`src/rtl/dcache_flush_pkg.sv`:
```
// Shared state encoding, default geometry and line-address helper for the
// data-cache flush walker.
package dcache_flush_pkg;

  typedef logic [2:0] walk_state_t;

  localparam walk_state_t ST_IDLE       = 3'd0;
  localparam walk_state_t ST_READ_META  = 3'd1;
  localparam walk_state_t ST_WAIT_META  = 3'd2;
  localparam walk_state_t ST_WRITEBACK  = 3'd3;
  localparam walk_state_t ST_INVALIDATE = 3'd4;
  localparam walk_state_t ST_DONE       = 3'd5;

  localparam int DEF_PLEN       = 56;
  localparam int DEF_NUM_SETS   = 256;
  localparam int DEF_NUM_WAYS   = 8;
  localparam int DEF_LINE_BYTES = 16;
  localparam int ADDR_CALC_W    = 128;

  // Index width that stays legal for a single-entry vector.
  function automatic int idx_width(input int n);
    return (n > 1) ? $clog2(n) : 1;
  endfunction

  // Line address {tag, set, zero offset}; caller truncates to PLEN.
  function automatic logic [ADDR_CALC_W-1:0] line_addr(
    input logic [ADDR_CALC_W-1:0] tag,
    input logic [ADDR_CALC_W-1:0] set,
    input int                     set_w,
    input int                     off_w
  );
    return (tag << (set_w + off_w)) | (set << off_w);
  endfunction

endpackage

```
`src/rtl/dcache_flush_walker_lzc_onehot.sv`:
```
// Lowest-set-bit finder: returns the one-hot of the lowest pending way,
// its index, and an empty flag.
module lzc_onehot #(
  parameter int WIDTH = 8,
  parameter int IDX_W = (WIDTH > 1) ? $clog2(WIDTH) : 1
) (
  input  logic [WIDTH-1:0] mask,
  output logic [WIDTH-1:0] onehot,
  output logic [IDX_W-1:0] idx,
  output logic             empty
);

  logic seen_s;

  // Scan upward; the first set bit wins and masks all higher ones.
  always_comb begin
    onehot = {WIDTH{1'b0}};
    idx    = {IDX_W{1'b0}};
    seen_s = 1'b0;
    for (int i = 0; i < WIDTH; i++) begin
      onehot[i] = mask[i] & ~seen_s;
      idx       = onehot[i] ? IDX_W'(i) : idx;
      seen_s    = seen_s | mask[i];
    end
    empty = ~seen_s;
  end

endmodule

```
`src/rtl/dcache_flush_walker.sv`:
```
// Walks every dcache set on a flush request, writes back valid+dirty lines,
// invalidates each set and acknowledges the controller when done.
module dcache_flush_walker
  import dcache_flush_pkg::*;
#(
  parameter int PLEN       = DEF_PLEN,
  parameter int NUM_SETS   = DEF_NUM_SETS,
  parameter int NUM_WAYS   = DEF_NUM_WAYS,
  parameter int LINE_BYTES = DEF_LINE_BYTES,
  parameter int TAG_W      = PLEN - $clog2(NUM_SETS) - $clog2(LINE_BYTES)
) (
  input  logic                      clk_i,
  input  logic                      rst_ni,
  input  logic                      flush_i,
  output logic                      flush_ack_o,
  output logic                      busy_o,
  output logic                      meta_req_o,
  input  logic                      meta_gnt_i,
  output logic [$clog2(NUM_SETS)-1:0] meta_set_o,
  input  logic                      meta_rvalid_i,
  input  logic [NUM_WAYS-1:0]       meta_valid_i,
  input  logic [NUM_WAYS-1:0]       meta_dirty_i,
  input  logic [NUM_WAYS*TAG_W-1:0] meta_tag_i,
  output logic                      wb_req_o,
  input  logic                      wb_gnt_i,
  output logic [PLEN-1:0]           wb_addr_o,
  output logic                      inv_we_o
);

  localparam int SET_W = $clog2(NUM_SETS);
  localparam int OFF_W = $clog2(LINE_BYTES);
  localparam int WAY_W = idx_width(NUM_WAYS);
  localparam logic [SET_W-1:0] LAST_SET = SET_W'(NUM_SETS - 1);
  localparam logic [SET_W-1:0] SET_ONE  = SET_W'(1);

  walk_state_t               state_r;
  logic [SET_W-1:0]          set_r;
  logic [NUM_WAYS-1:0]       mask_r;
  logic [NUM_WAYS*TAG_W-1:0] tags_r;

  logic [NUM_WAYS-1:0] sel_onehot_s;
  logic [WAY_W-1:0]    sel_idx_s;
  logic                sel_empty_s;
  logic [NUM_WAYS-1:0] mask_after_s;
  logic [NUM_WAYS-1:0] pending_s;
  logic [TAG_W-1:0]    sel_tag_s;

  lzc_onehot #(
    .WIDTH (NUM_WAYS),
    .IDX_W (WAY_W)
  ) u_lzc (
    .mask   (mask_r),
    .onehot (sel_onehot_s),
    .idx    (sel_idx_s),
    .empty  (sel_empty_s)
  );

  assign pending_s    = meta_valid_i & meta_dirty_i;
  assign mask_after_s = mask_r & ~sel_onehot_s;

  // Tag of the way currently being written back.
  always_comb begin
    sel_tag_s = {TAG_W{1'b0}};
    for (int w = 0; w < NUM_WAYS; w++) begin
      sel_tag_s = (WAY_W'(w) == sel_idx_s) ? tags_r[w*TAG_W +: TAG_W] : sel_tag_s;
    end
  end

  // Walk sequencer: state, set counter, pending-way mask and captured tags.
  always_ff @(posedge clk_i or negedge rst_ni) begin
    if (!rst_ni) begin
      state_r <= ST_IDLE;
      set_r   <= {SET_W{1'b0}};
      mask_r  <= {NUM_WAYS{1'b0}};
      tags_r  <= {(NUM_WAYS*TAG_W){1'b0}};
    end else begin
      case (state_r)
        ST_IDLE: begin
          if (flush_i) begin
            set_r   <= {SET_W{1'b0}};
            state_r <= ST_READ_META;
          end
        end
        ST_READ_META: begin
          if (meta_gnt_i) state_r <= ST_WAIT_META;
        end
        ST_WAIT_META: begin
          if (meta_rvalid_i) begin
            mask_r  <= pending_s;
            tags_r  <= meta_tag_i;
            state_r <= (|pending_s) ? ST_WRITEBACK : ST_INVALIDATE;
          end
        end
        ST_WRITEBACK: begin
          // An empty mask here is unreachable but must never stall the walk.
          if (sel_empty_s) begin
            state_r <= ST_INVALIDATE;
          end else if (wb_gnt_i) begin
            mask_r <= mask_after_s;
            if (~|mask_after_s) state_r <= ST_INVALIDATE;
          end
        end
        ST_INVALIDATE: begin
          if (set_r == LAST_SET) begin
            state_r <= ST_DONE;
          end else begin
            set_r   <= set_r + SET_ONE;
            state_r <= ST_READ_META;
          end
        end
        ST_DONE: state_r <= ST_IDLE;
        default: state_r <= ST_IDLE;
      endcase
    end
  end

  assign busy_o      = (state_r != ST_IDLE);
  assign meta_req_o  = (state_r == ST_READ_META);
  assign meta_set_o  = set_r;
  assign wb_req_o    = (state_r == ST_WRITEBACK) & ~sel_empty_s;
  assign inv_we_o    = (state_r == ST_INVALIDATE);
  assign flush_ack_o = (state_r == ST_DONE);
  assign wb_addr_o   = wb_req_o
                     ? PLEN'(line_addr(ADDR_CALC_W'(sel_tag_s), ADDR_CALC_W'(set_r), SET_W, OFF_W))
                     : {PLEN{1'b0}};

endmodule
```
`config.mk`:
```
export PLATFORM = sky130hd
export DESIGN_NAME = dcache_flush_walker
export DESIGN_NICKNAME = d
export VERILOG_FILES = /design/src/rtl/dcache_flush_pkg.sv /design/src/rtl/dcache_flush_walker_lzc_onehot.sv /design/src/rtl/dcache_flush_walker.sv
export SDC_FILE = /design/constraint.sdc
export NUM_CORES = 1
export LEC_CHECK = 0
export CORE_MARGIN = 2
export CORE_UTILIZATION = 45
export CTS_CLUSTER_DIAMETER = 60
export DETAILED_ROUTE_END_ITERATION = 16
export HOLD_SLACK_MARGIN = 0.06
export PLACE_DENSITY = 0.8
export SYNTH_ARGS = -nofsm -noshare
export SYNTH_HDL_FRONTEND = slang
export SYNTH_SLANG_ARGS = --single-unit
```
`constraint.sdc`:
```
create_clock -name clk_i -period 2.1 [get_ports clk_i]
set_input_delay 0.525 -clock clk_i [delete_from_list [all_inputs] [get_ports clk_i]]
set_output_delay 0.525 -clock clk_i [all_outputs]
set_load 0.05 [all_outputs]
```
==> flow_summary.toml <==
[outcome]
outcome = "finished, violations left"
violations = "negative setup slack"

[sta]
holdWs_ns = 0.4740
worst_pin_slew_ns = 0.7069
finalHoldViolCount = 0
clock_skew_ns = 0.008907
slew_viol_final = 0
worst_slack_ns = -0.8170
rsz0062_at_grt = "yes"
period_share_pct = 138.9
period_needed_ns = 2.917
setup_viol = 54
maxSlewHeadroom_pct = 52.87
fmax_mhz = 342.8

[yosys]
synthMuxAreaShare_pct = 0.2614
ys_ff_latch = 371
yosys.area_share.simple_pct = 29.44
synth.top_cell.area_share_pct = 53.88
yosys.area_share.adder_pct = 0.1380
synthCells = 2093
synthXorXnorAreaFrac_pct = 0
synth_top_family_by_area = "simple AND/OR/NAND/NOR gates"
yosys_most_used_dff = "dfrtp_1"
syn_area_per_cell_um2 = 8.232
async_reset_ff_share_pct = 100.0
synth_compound_area_share_pct = 11.91
ys_types = 50
synth_edf_count = 0
synth.cell_area_um2 = 17230
yosys_warnings = 0
synth_top_area_cell = "dfrtp_1"
synth_area_leaders = "dfrtp_1 54%, nand2_1 25%, a22oi_1 4.2%"
yosysSeqAreaShare_pct = 53.88

[floorplan]
die_area_um2 = 39870
die_x_um = 199.7
initial_utilization_pct = 45.74
core_um2 = 37670
boundaryPins = 443
rows = 71
die_y_um = 199.7

[worst_setup_path]
critical-path-top-delay-family = "simple AND/OR/NAND/NOR gates"
worst-path-buf-inv = 4
r2r-end = "mask_r[0]$_DFFE_PN0P_"
cp_common_cell = "buf_12"
crit_type = "reg -> out"
reg2reg_from = "mask_r[0]$_DFFE_PN0P_"
critPathMaxFanout = 11
critical_path_depth = 9
crit_required_ns = 1.57
end_kind = "primary output"
slowest_delay_ns = 0.43
arrival_ns = 2.39
r2r_slack_ns = 0.07
r2r_cells = 8
worstSetupStartpointType = "flop"
worstPathCellList = "buf_6 -> or2_4 -> nor2_4 -> buf_12 -> buf_12 -> nand2_1 -> and3_4 -> o21ai_4 -> buf_12"
critPathSlowestCell = "dfrtp_1"

[global_routing]
grt_max_degree = 71
grt_pass1_vias = 17183
antenna_found_initial = 11
grt_pass1_wl_um = 94780
overflow = 0
grt_usage_pct = 31.28

[worst_hold_path]
holdPathEnd = "tags_r[63]$_DFFE_PN0P_"
hold_class = "reg -> reg"
hold_start = "tags_r[63]$_DFFE_PN0P_"
whs_path_depth = 2

[placed_design]
io_buffer_count = 438
place_congestion = 0.9910
post-dp-hpwl_um = 45180

[finish]
syn2layout_area_growth_pct = 51.29
finish.utilization_pct = 69.21
final_cell_mix = "1160 x nand2_1, 372 x clkdlybuf4s50_1, 368 x dfrtp_1, 96 x a22oi_1, 94 x buf_4"
final_common_cell = "nand2_1"
regArea_um2 = 9288
multi_input_area_um2 = 8128
nFillCells = 2890
fin_nets = 2948
drive_above_1_share_pct = 15.46

[clock_tree]
cts.path.max_buffers = 3
cts_root_buf = "clkbuf_16"
cts_tree = "built"
clk_latency_ns = 0.56
htree_num_levels = 2
clk_pin_slew_ns = 0.06
cts_inserted_buffers = 41
clkSinkCount = 371

[detailed_routing]
viasPerCell = 5.489
drc_errors = 0
drt_pass1_iterations = 5
wirelength_um = 63260
wire_per_inst_um = 20.24
via_count = 17153
antenna_left = 0
drt_iter0_drc = 1551

[power]
powerDensity_nw_per_um2 = 1522
p_leak_nw = 12.32
ir_drop_uv = 1273

[job]
max-cap-violations = 0
[power by group]
part	internal [W]	leakage, nW	total [W]	switching, W
registers	0.0103	4.69	0.0124	0.00205
logic	0.00843	6.95	0.0199	0.0114
clock network	0.00451	0.683	0.00743	0.00292
total	0.0233	12.3	0.0397	0.0164
[cells by family after synthesis]
family | count (synthesis)
buffers and inverters | 152
AND/OR/NAND/NOR | 1283
adder cells (fa/ha/maj) | 2
multiplexers | 3
flip-flops | 371
AO/OA/AOI/OAI | 281
other | 1
[registers in the layout, indices dropped and copies added, names as in the netlist]
name and cells:
tags_r 352, meta_set_o 8, mask_r 8, state_r 3
[synthesized netlist by cell type (3+ instances only)]
master and number:
nor2_1 18, mux2_4 3, and2_1 11, clkbuf_1 46, o21ai_0 27, o21ai_1 40, a22oi_1 96, dfrtp_1 371
o221ai_1 41, nor2b_1 3, o211ai_1 3, or2_2 3, inv_1 6, buf_4 5, nand2b_1 5, and3_1 43
nand3_1 13, buf_1 7, a21oi_1 11, buf_2 80, nor3_1 7, buf_6 8, nand2_1 1168, o22ai_1 3
o31ai_1 4, o22a_1 43
[worst reg2reg max path, cell delays in order, from the launching register on]
cell and delay (ns):
dfrtp_1 0.43, nor4_4 0.33, buf_4 0.19, buf_12 0.14, a21oi_4 0.09, buf_4 0.15
buf_4 0.13, o22ai_4 0.20, a32o_1 0.28
[stage by stage]
step	setup slack (ns)	TNS (ns)	total power, W	std cells	instance area (µm²)
after floorplan	-0.1465	-7.292	0.02223	2096	17790
after global placement	-0.2293	-8.661	0.02966	3027	24080
after detailed placement	-0.2628	-12.57	0.03022	3027	24080
after CTS	-0.8201	-39.14	0.03895	3108	25890
after global routing	-0.9006	-42.31	0.04170	3122	26060
final	-0.8170	-38.40	0.03966	3125	26070
[routing by layer]
metal  vias to the layer above  global-route usage [%]  wire (µm)
li1                       7796                       -          -
met1                      8254                   40.02      25110
met2                       928                   49.65      29530
met3                       173                   7.055       5476
met4                         2                   16.63       3124
met5                         -                       0         12
[what timing repair did]
action | 4_1_cts | 5_1_grt
hold buffers | 1 | 0
pin swaps | 10 | 3
cloned | 2 | 2
hold endpoints to repair | 42 | 0
gates resized for setup | 73 | 22
endpoints found under the setup margin | 58 | 56
buffers inserted | 7 | 3
[final cells by class]
type | instances | share of cell area (%)
antenna | 13 | 0.1248
timing repair buffer | 579 | 25.22
sequential | 371 | 35.63
multi-input combinational | 1574 | 31.18
inverter | 6 | 0.08640
clock inverter | 11 | 0.6240
clock buffer | 60 | 4.680
tap | 511 | 2.453
[worst max path at each step]
stage                                from       endpoint  slack (ns)
floorplan           mask_r[5]$_DFFE_PN0P_  wb_addr_o[13]       -0.15
global placement    mask_r[2]$_DFFE_PN0P_  wb_addr_o[18]       -0.23
detailed placement  mask_r[2]$_DFFE_PN0P_  wb_addr_o[18]       -0.26
CTS                 mask_r[0]$_DFFE_PN0P_  wb_addr_o[26]       -0.82
global route        mask_r[0]$_DFFE_PN0P_  wb_addr_o[31]       -0.90
finish              mask_r[0]$_DFFE_PN0P_  wb_addr_o[31]       -0.82
No activity file was read; power rests on OpenSTA's default activity.
